File: config.mk
export PLATFORM = sky130hd
export DESIGN_NAME = fetch_stage
export DESIGN_NICKNAME = d
export VERILOG_FILES = /design/src/rtl/fetch_stage.sv
export SDC_FILE = /design/constraint.sdc
export NUM_CORES = 1
export LEC_CHECK = 0
export BUFFER_PORTS_ARGS = -buffer_cell sky130_fd_sc_hd__buf_2
export CORE_MARGIN = 5
export CORE_UTILIZATION = 55
export DETAILED_ROUTE_END_ITERATION = 10
export PLACE_DENSITY = 0.79
export SLEW_MARGIN = 20
export SYNTH_ARGS = -nofsm -noshare
export SYNTH_HDL_FRONTEND = slang
export SYNTH_SLANG_ARGS = --single-unit
File: constraint.sdc
create_clock -name CLK -period 15.45 [get_ports CLK]
set_input_delay 3.09 -clock CLK [delete_from_list [all_inputs] [get_ports CLK]]
set_output_delay 3.09 -clock CLK [all_outputs]
set_load 0.01 [all_outputs]
File: src/rtl/fetch_stage.sv
// Instruction fetch stage: PC register, one-deep request tracking, stale-response
// dropping after a redirect, and a small FIFO of fetched instructions for decode.
module fetch_stage #(
  parameter logic [31:0] RESET_PC = 32'h0000_0000,
  parameter int unsigned DEPTH    = 2
) (
  input  logic        CLK,
  input  logic        nRST,
  output logic [31:0] bp_pc,
  input  logic        bp_predicted_outcome,
  input  logic [31:0] bp_predicted_target,
  output logic        imem_req,
  output logic [31:0] imem_addr,
  input  logic        imem_ready,
  input  logic [31:0] imem_rdata,
  input  logic        redirect,
  input  logic [31:0] redirect_pc,
  output logic        out_valid,
  input  logic        out_ready,
  output logic [31:0] out_instr,
  output logic [31:0] out_pc,
  output logic        out_pred_taken,
  output logic [31:0] out_pred_target
);

  // DEPTH is 2..4, so two pointer bits and a 3-bit count always suffice
  localparam int unsigned PtrW = (DEPTH > 2) ? 2 : 1;
  localparam int unsigned CntW = 3;
  localparam logic [PtrW-1:0] LastPtr = PtrW'(DEPTH - 1);

  typedef enum logic [0:0] {StFetch, StDrop} state_e;

  state_e          state_q, state_d;
  logic [31:0]     pc_q, pc_d;
  logic [31:0]     redir_pc_q, redir_pc_d;  // PC to resume at once the stale response lands
  logic            outst_q, outst_d;        // request issued but not yet accepted
  logic [PtrW-1:0] wr_ptr_q, wr_ptr_d;
  logic [PtrW-1:0] rd_ptr_q, rd_ptr_d;
  logic [CntW-1:0] count_q, count_d;

  logic [31:0] instr_mem  [DEPTH];
  logic [31:0] pc_mem     [DEPTH];
  logic        taken_mem  [DEPTH];
  logic [31:0] target_mem [DEPTH];

  logic accept;
  logic push;
  logic pop;

  // State register and datapath flops
  always_ff @(posedge CLK or negedge nRST) begin
    if (!nRST) begin
      state_q    <= StFetch;
      pc_q       <= RESET_PC;
      redir_pc_q <= RESET_PC;
      outst_q    <= 1'b0;
      wr_ptr_q   <= '0;
      rd_ptr_q   <= '0;
      count_q    <= '0;
    end else begin
      state_q    <= state_d;
      pc_q       <= pc_d;
      redir_pc_q <= redir_pc_d;
      outst_q    <= outst_d;
      wr_ptr_q   <= wr_ptr_d;
      rd_ptr_q   <= rd_ptr_d;
      count_q    <= count_d;
    end
  end

  // Buffer storage; entries are only visible while counted valid
  always_ff @(posedge CLK) begin
    if (push) begin
      instr_mem[wr_ptr_q]  <= imem_rdata;
      pc_mem[wr_ptr_q]     <= pc_q;
      taken_mem[wr_ptr_q]  <= bp_predicted_outcome;
      target_mem[wr_ptr_q] <= bp_predicted_target;
    end
  end

  // Output decode: request generation and buffer head presentation
  always_comb begin
    bp_pc     = pc_q;
    imem_addr = pc_q;
    // Reset forces the request low even though the flops already hold their idle values
    imem_req  = nRST && ((state_q == StDrop) || outst_q || (count_q < CntW'(DEPTH)));
    out_valid = (count_q != '0);
    if (out_valid) begin
      out_instr       = instr_mem[rd_ptr_q];
      out_pc          = pc_mem[rd_ptr_q];
      out_pred_taken  = taken_mem[rd_ptr_q];
      out_pred_target = target_mem[rd_ptr_q];
    end else begin
      out_instr       = '0;
      out_pc          = '0;
      out_pred_taken  = 1'b0;
      out_pred_target = '0;
    end
  end

  // Next-state: FSM, PC selection and FIFO bookkeeping
  always_comb begin
    state_d    = state_q;
    pc_d       = pc_q;
    redir_pc_d = redir_pc_q;
    accept     = imem_req && imem_ready;
    outst_d    = imem_req && !imem_ready;
    push       = 1'b0;
    pop        = 1'b0;
    wr_ptr_d   = wr_ptr_q;
    rd_ptr_d   = rd_ptr_q;
    count_d    = count_q;

    unique case (state_q)
      StFetch: begin
        if (redirect) begin
          if (imem_req && !imem_ready) begin
            // Keep presenting the old address until memory takes it
            state_d    = StDrop;
            redir_pc_d = redirect_pc;
          end else begin
            pc_d = redirect_pc;
          end
        end else if (accept) begin
          push = 1'b1;
          pc_d = bp_predicted_outcome ? bp_predicted_target : pc_q + 32'd4;
        end
      end
      StDrop: begin
        if (redirect) begin
          redir_pc_d = redirect_pc;
        end
        if (imem_ready) begin
          state_d = StFetch;
          pc_d    = redirect ? redirect_pc : redir_pc_q;
        end
      end
      default: state_d = StFetch;
    endcase

    pop = out_valid && out_ready && !redirect;

    if (redirect) begin
      wr_ptr_d = '0;
      rd_ptr_d = '0;
      count_d  = '0;
    end else begin
      if (push) begin
        wr_ptr_d = (wr_ptr_q == LastPtr) ? '0 : wr_ptr_q + 1'b1;
      end
      if (pop) begin
        rd_ptr_d = (rd_ptr_q == LastPtr) ? '0 : rd_ptr_q + 1'b1;
      end
      count_d = count_q + CntW'(push) - CntW'(pop);
    end
  end

endmodule

==> results of run 1 <==
cell type report:
class                   count  area, um2
well taps                 275        344
repair buffers            277       1420
clock inverters            14        115
multi-input cells         518       3660
diodes                      2       5.00
inverters                  16       60.1
flip-flops and latches    265       7610
fillers                  1570       7050
clock buffers              38        759
power by group:
group          leakage (nW)  switching [mW]  internal [mW]
Sequential             2.60           0.164          0.897
Clock                 0.425           0.260          0.376
Combinational          2.49           0.453          0.348
cells by family (layout without fill, tap and decap cells):
| family | Yosys count | in the layout | share of synthesized area |
|---|---|---|---|
| AO/OA/AOI/OAI | 122 | 122 | 0.0757 |
| XOR/XNOR | 14 | 14 | 0.0105 |
| adder cells (fa/ha/maj) | 5 | 5 | 0.00597 |
| buffers and inverters | 97 | 345 | 0.0420 |
| flip-flops | 265 | 265 | 0.648 |
| multiplexers | 143 | 143 | 0.126 |
| other | 0 | 2 | 0 |
| AND/OR/NAND/NOR | 234 | 234 | 0.0925 |
layer usage:
metal / vias to the layer above / global-route usage / wire length (um)
li1: 3723 / - / -
met1: 4006 / 0.317 / 11500
met2: 389 / 0.397 / 14700
met3: 39 / 0.0402 / 2550
met4: 0 / 0.0504 / 483
met5: - / 0 / 0
sequential cells by signal, indices dropped and copies added, names as in the netlist, 2 cells and up:
register,cells
count_q,3
redir_pc_q,32
target_mem,64
bp_pc,32
instr_mem,64
pc_mem,64
taken_mem,2
how the worst min path moves through the flow:
| stage | slack (ps) | from | to | depth (start not counted) |
|---|---|---|---|---|
| after global placement | 480 | redir_pc_q[2]$_DFFE_PN0P_ | redir_pc_q[2]$_DFFE_PN0P_ | 1 |
| after global routing | 510 | redir_pc_q[10]$_DFFE_PN0P_ | redir_pc_q[10]$_DFFE_PN0P_ | 1 |
| after detailed placement | 490 | redir_pc_q[10]$_DFFE_PN0P_ | redir_pc_q[10]$_DFFE_PN0P_ | 1 |
| final | 510 | redir_pc_q[8]$_DFFE_PN0P_ | redir_pc_q[8]$_DFFE_PN0P_ | 1 |
| after CTS | 510 | redir_pc_q[10]$_DFFE_PN0P_ | redir_pc_q[10]$_DFFE_PN0P_ | 1 |
| after floorplan | 470 | redir_pc_q[2]$_DFFE_PN0P_ | redir_pc_q[2]$_DFFE_PN0P_ | 1 |
critical path: cells and delay by family:
family	cells	cell delay [ps]
AO/OA/AOI/OAI	1	160
buffers and inverters	2	240
through the flow:
step	std cells	hold slack, ps	worst slack [ps]
floorplan	880	474	7170
global placement	1351	482	8870
detailed placement	1351	494	8870
CTS	1403	507	8860
global route	1404	512	8830
finish	1405	505	8860
cells in the final DEF (no fill, tap or decap), types with 8 or more instances in the layout:
cell,count
a211oi_1,9
a21oi_1,11
a221oi_1,17
and3_1,9
buf_2,263
buf_4,14
clkbuf_1,9
clkbuf_16,29
dfrtp_1,70
edfxtp_1,194
inv_1,15
mux2_2,33
mux2i_1,110
nand2_1,29
nand3_1,17
nor2_1,125
o21ai_0,19
o22ai_1,13
xor2_1,8
==> impl_results.md, run 1 <==
* Reg2reg end: pc_mem[1][31]$_DFFE_PP_
* Fin area at 0.0140 mm2
* CTS H-tree depth at 1
* DPL Wire Length at 19,300 um
* DR WL/cell at 20.8 um
* Synth warn at 0
* Ranking of synthesized cells by area: edfxtp_1 50%, dfrtp_1 15%, mux2i_1 9.4%, nor2_1 4.1%, mux2_2 3.2%
* Tightest Pin Transition at 1080 ps
* Final hold vios at 0
* Final period utilization at 0.426
* CP peak stage delay at 160 ps
* Clock Latency Late Sink at 530 ps
* DR vias at 8,157
* CTS sink count at 265
* Worst hold path type: reg2reg
* Sequential-to-total area share from yosys stat at 0.648
* Post-placement cell area at 0.0131 mm2
* Layout area overhead at 19.1%
* DIE HEIGHT at 156 um
* Global-route wire length before repair at 44,500 um
* Static Leak at 5.52 nW
* R2r worst-path depth at 4
* CTS tree: built
* Maxcap violations at 0
* CP Class: in2out
* Layout cells sized above 1 at 0.323
* Skew final at 16.6 ps
* Top_reg_cell synth: edfxtp_1
* Synth cell types at 59
* I/O Pins at 265
* Die ar. at 0.0244 mm2
* DRC viols at 0
* Synth async-reset ratio at 0.268
* Synth area leader: edfxtp_1
* Worst vdd ir at 0.000105 V
* Relative slew margins at 0.282
* Reg-to-Reg Start: state_q$_DFF_PN0_
* Largest net degree at the start of global routing at 73
* Core Rows at 53
* Root Buffer Master: clkbuf_16
* CP cell instances: buf_4 > o31a_1 > buf_2
* FF+latch count, synth at 265
* Tot Pwr at 2.50 mW
* Hold-fix buffers at CTS at 0
* Arr. time, crit path at 3500 ps
* Worst setup SP type: primary input
* Fin crit period at 6590 ps
* Synth Instances at 880
* Nets at 1,213
* GRT overflow at 0
* Slowest cell on the critical path: o31a_1
* Fin Setup TNS at 0 ps
* Via-per-instance ratio at 5.81
* Wirelength, routed at 29,200 um
* Status: finished, final reports clean
* Cell area after synthesis at 0.0117 mm2
* Post-Syn Nets at 987
* Worst setup path startpoint: nRST
* Most common cell in the netlist: edfxtp_1
* Initial Util at 0.558
* Share of the synthesized area in the top cell type at 0.496
* All-layer global routing usage at 0.233
* Clock Path Buffers at 3
* I/O Buffers at 264
* Die W at 156 um
* R2r setup slk at 12,290 ps
* Crit. End Element: output pin
* Initial antenna violation count at 1
* CP max FO at 3
* Post-CTS setup buffer count at 0
* Inserted Clock Buffers at 28
* Max-slew violations at 0
* Final setup fails at 0
* Cell Pwr Density at 179 mW/mm2
* Vias in the first global route at 8,081
* Capture point of the worst path: imem_req
* Achievable clock frequency at 0.152 GHz
* Post-cts sizing count at 0
* Critical Path RT at 12,360 ps
* Core area at 0.0210 mm2
* RSZ-0062 raised after global routing: no
* Antenna-violating nets left at 0
* Final core occ at 0.665
* Synthesized area per cell at 13.3 um2
* RePlAce Congestion at 0.875
* Drt pass-1 iters at 5
* DR iter-0 viols at 726
* Commonest cells post-synth: 194 x edfxtp_1, 127 x nor2_1, 110 x mux2i_1, 71 x dfrtp_1, 33 x mux2_2
* Clk slew on worst S/H paths at 60 ps
* EDFF count, synth at 194
(Power assumes the default switching activity.)
==> inputs of run 2 (changes only) <==
--- a/config.mk
+++ b/config.mk
@@ -7,9 +7,9 @@
 export LEC_CHECK = 0
 export BUFFER_PORTS_ARGS = -buffer_cell sky130_fd_sc_hd__buf_2
 export CORE_MARGIN = 5
-export CORE_UTILIZATION = 55
+export CORE_UTILIZATION = 49
 export DETAILED_ROUTE_END_ITERATION = 10
-export PLACE_DENSITY = 0.79
+export PLACE_DENSITY = 0.74
 export SLEW_MARGIN = 20
 export SYNTH_ARGS = -nofsm -noshare
 export SYNTH_HDL_FRONTEND = slang
==> constraint.sdc (replaced) <==
create_clock -name CLK -period 5.7 [get_ports CLK]
set_input_delay 1.14 -clock CLK [delete_from_list [all_inputs] [get_ports CLK]]
set_output_delay 1.14 -clock CLK [all_outputs]
set_load 0.01 [all_outputs]
==> impl_results.md, run 2 (same netlist as run 1, synthesis figures left out) <==
* Die W at 165 um (+5.6%)
* CTS H-tree depth at 1 (unchanged)
* Core Rows at 56 (+5.7%)
* Critical Path RT at 4560 ps (-7800 ps)
* Final hold vios at 0 (unchanged)
* Max Used Layer: met5
* I/O Pins at 265 (unchanged)
* GRT overflow at 0 (unchanged)
* Largest regs: instr_mem: 64 flops, pc_mem: 64 flops, target_mem: 64 flops
* Die ar. at 0.0271 mm2 (+11%)
* Static Leak at 5.53 nW (+0.23%)
* RePlAce Congestion at 0.883 (+0.89%)
* I/O Buffers at 264 (unchanged)
* Status: finished, final reports clean
* Hold-fix buffers at CTS at 0 (unchanged)
* Worst hold path type: reg2reg
* Maxcap violations at 0 (unchanged)
* All-layer global routing usage at 0.206 (-0.0272)
* Commonest non-fill, non-tap cells in the layout: 263 x buf_2, 194 x edfxtp_1, 125 x nor2_1
* Cell Pwr Density at 481 mW/mm2 (+170%)
* Worst setup SP type: flop
* Fin crit period at 3870 ps
* CP max FO at 61 (+58)
* Fin area at 0.0141 mm2 (+0.57%)
* Achievable clock frequency at 0.258 GHz
* Clock Latency Late Sink at 540 ps (about the same)
* Worst Hold Launch: redir_pc_q[3]$_DFFE_PN0P_
* DR vias at 7,979 (-2.2%)
* Layout area overhead at 19.8%
* R2r worst-path depth at 10 (+6)
* DIE HEIGHT at 165 um (+5.6%)
* Global-route wire length before repair at 43,500 um (-2.2%)
* Reg-to-Reg Start: state_q$_DFF_PN0_
* Wirelength, routed at 29,200 um (+0.27%)
* DR WL/cell at 20.2 um (-2.8%)
* Post-placement cell area at 0.0132 mm2 (+0.57%)
* DR iter-0 viols at 630 (-13%)
* Commonest non-fill, non-tap cell in the layout: buf_2
* Skew final at 29.9 ps (+13.3 ps)
* Final core occ at 0.597 (-0.0678)
* Initial Util at 0.498 (-0.0598)
* Worst Hold Endpoint: redir_pc_q[3]$_DFFE_PN0P_
* CP Class: reg2out
* Clk slew on worst S/H paths at 60 ps (about the same)
* Initial antenna violation count at 3 (+2)
* R2r setup slk at 2170 ps (-10,120 ps)
* Arr. time, crit path at 2730 ps (-770 ps)
* Reg2reg end: count_q[2]$_DFF_PN0_
* Vias in the first global route at 7,782 (-3.7%)
* Layout cells sized above 1 at 0.324 (+0.00149)
* Clock Path Buffers at 3 (unchanged)
* RSZ-0062 raised after global routing: no
* Final setup fails at 0 (unchanged)
* Root Buffer Master: clkbuf_16
* Core area at 0.0235 mm2 (+12%)
* Fillers at 1,913 (+22%)
* Largest net degree at the start of global routing at 62 (-15%)
* Tightest Pin Transition at 1130 ps (+54.6 ps)
* Met2 WL at 14,300 um (-2.3%)
* Final period utilization at 0.679
* Relative slew margins at 0.245 (-0.0364)
* Inserted Clock Buffers at 28 (unchanged)
* WL met1 at 12,200 um (+6.3%)
* Hold path depth at 1 (unchanged)
* Crit. End Element: output pin
* Finished Layout Cells at 1,450 (+3.2%)
* Post-cts sizing count at 0 (unchanged)
* Via-per-instance ratio at 5.50 (-5.2%)
* CTS sink count at 265 (unchanged)
* Nets at 1,214 (+0.082%)
* Worst vdd ir at 0.000290 V (+180%)
* Metal3 WL at 2100 um (-18%)
* Antenna-violating nets left at 0 (unchanged)
* Post-CTS setup buffer count at 0 (unchanged)
* Drt pass-1 iters at 5 (unchanged)
* DRC viols at 0 (unchanged)
* CTS tree: built
* Max-slew violations at 0 (unchanged)
* Number of instances in the placed design at 1,396 (+3.3%)
* DPL Wire Length at 19,900 um (+2.8%)
run 2: cell count changes in the layout (fill, tap and decap cells not counted), sizes merged:
cell / before / now
clkbuf: 38 / 42
clkinv: 12 / 8
buf: 277 / 278
bufinv: 2 / 1
inv: 15 / 16
run 2: layout make-up:
class	instances	area (um2)	area share
Multi-Input combinational cell	518	3660	0.260
Clock buffer	42	805	0.0572
Clock inverter	10	77.6	0.00552
Tap cell	319	399	0.0284
Sequential cell	265	7610	0.541
Antenna cell	2	5.00	0.000356
Inverter	16	60.1	0.00427
Timing Repair Buffer	278	1440	0.103
run 2: how the worst max path moves through the flow:
| stage | slack [ps] | startpoint | to | cells after the start |
|---|---|---|---|---|
| floorplan | -630 | nRST | instr_mem[0][0]$_DFFE_PP_ | 4 |
| global route | 1720 | rd_ptr_q$_DFFE_PN0P_ | out_pred_target[17] | 4 |
| finish | 1830 | rd_ptr_q$_DFFE_PN0P_ | out_pc[12] | 4 |
| global placement | 1760 | redirect | count_q[2]$_DFF_PN0_ | 11 |
| detailed placement | 1690 | redirect | count_q[2]$_DFF_PN0_ | 11 |
| CTS | 1830 | rd_ptr_q$_DFFE_PN0P_ | out_pc[12] | 4 |
run 2: power breakdown:
part           internal, mW  switching (mW)
registers              2.43           0.487
clock network          1.02           0.698
logic                 0.949            1.18
total                  4.40            2.36
run 2: worst max-delay path: stages (launching register included):
cell and delay (ps):
dfrtp_4 1130, buf_4 480, mux2i_1 260, nor2_1 60, buf_2 160
run 2: stage by stage:
stage	setup WS [ps]	power, mW	hold WS (ps)	TNS, ps
3_5_place_dp	1690	5.11	494	0
5_1_grt	1720	7.12	522	0
2_1_floorplan	-633	4.27	474	-122740
6_report	1830	6.76	504	0
4_1_cts	1830	6.84	506	0
3_3_place_gp	1760	5.07	483	0
run 2: routing by layer:
metal,vias to the layer above,track usage
li1,3720,-
met1,3901,0.282
met2,312,0.346
met3,44,0.0312
met4,2,0.0537
met5,-,0
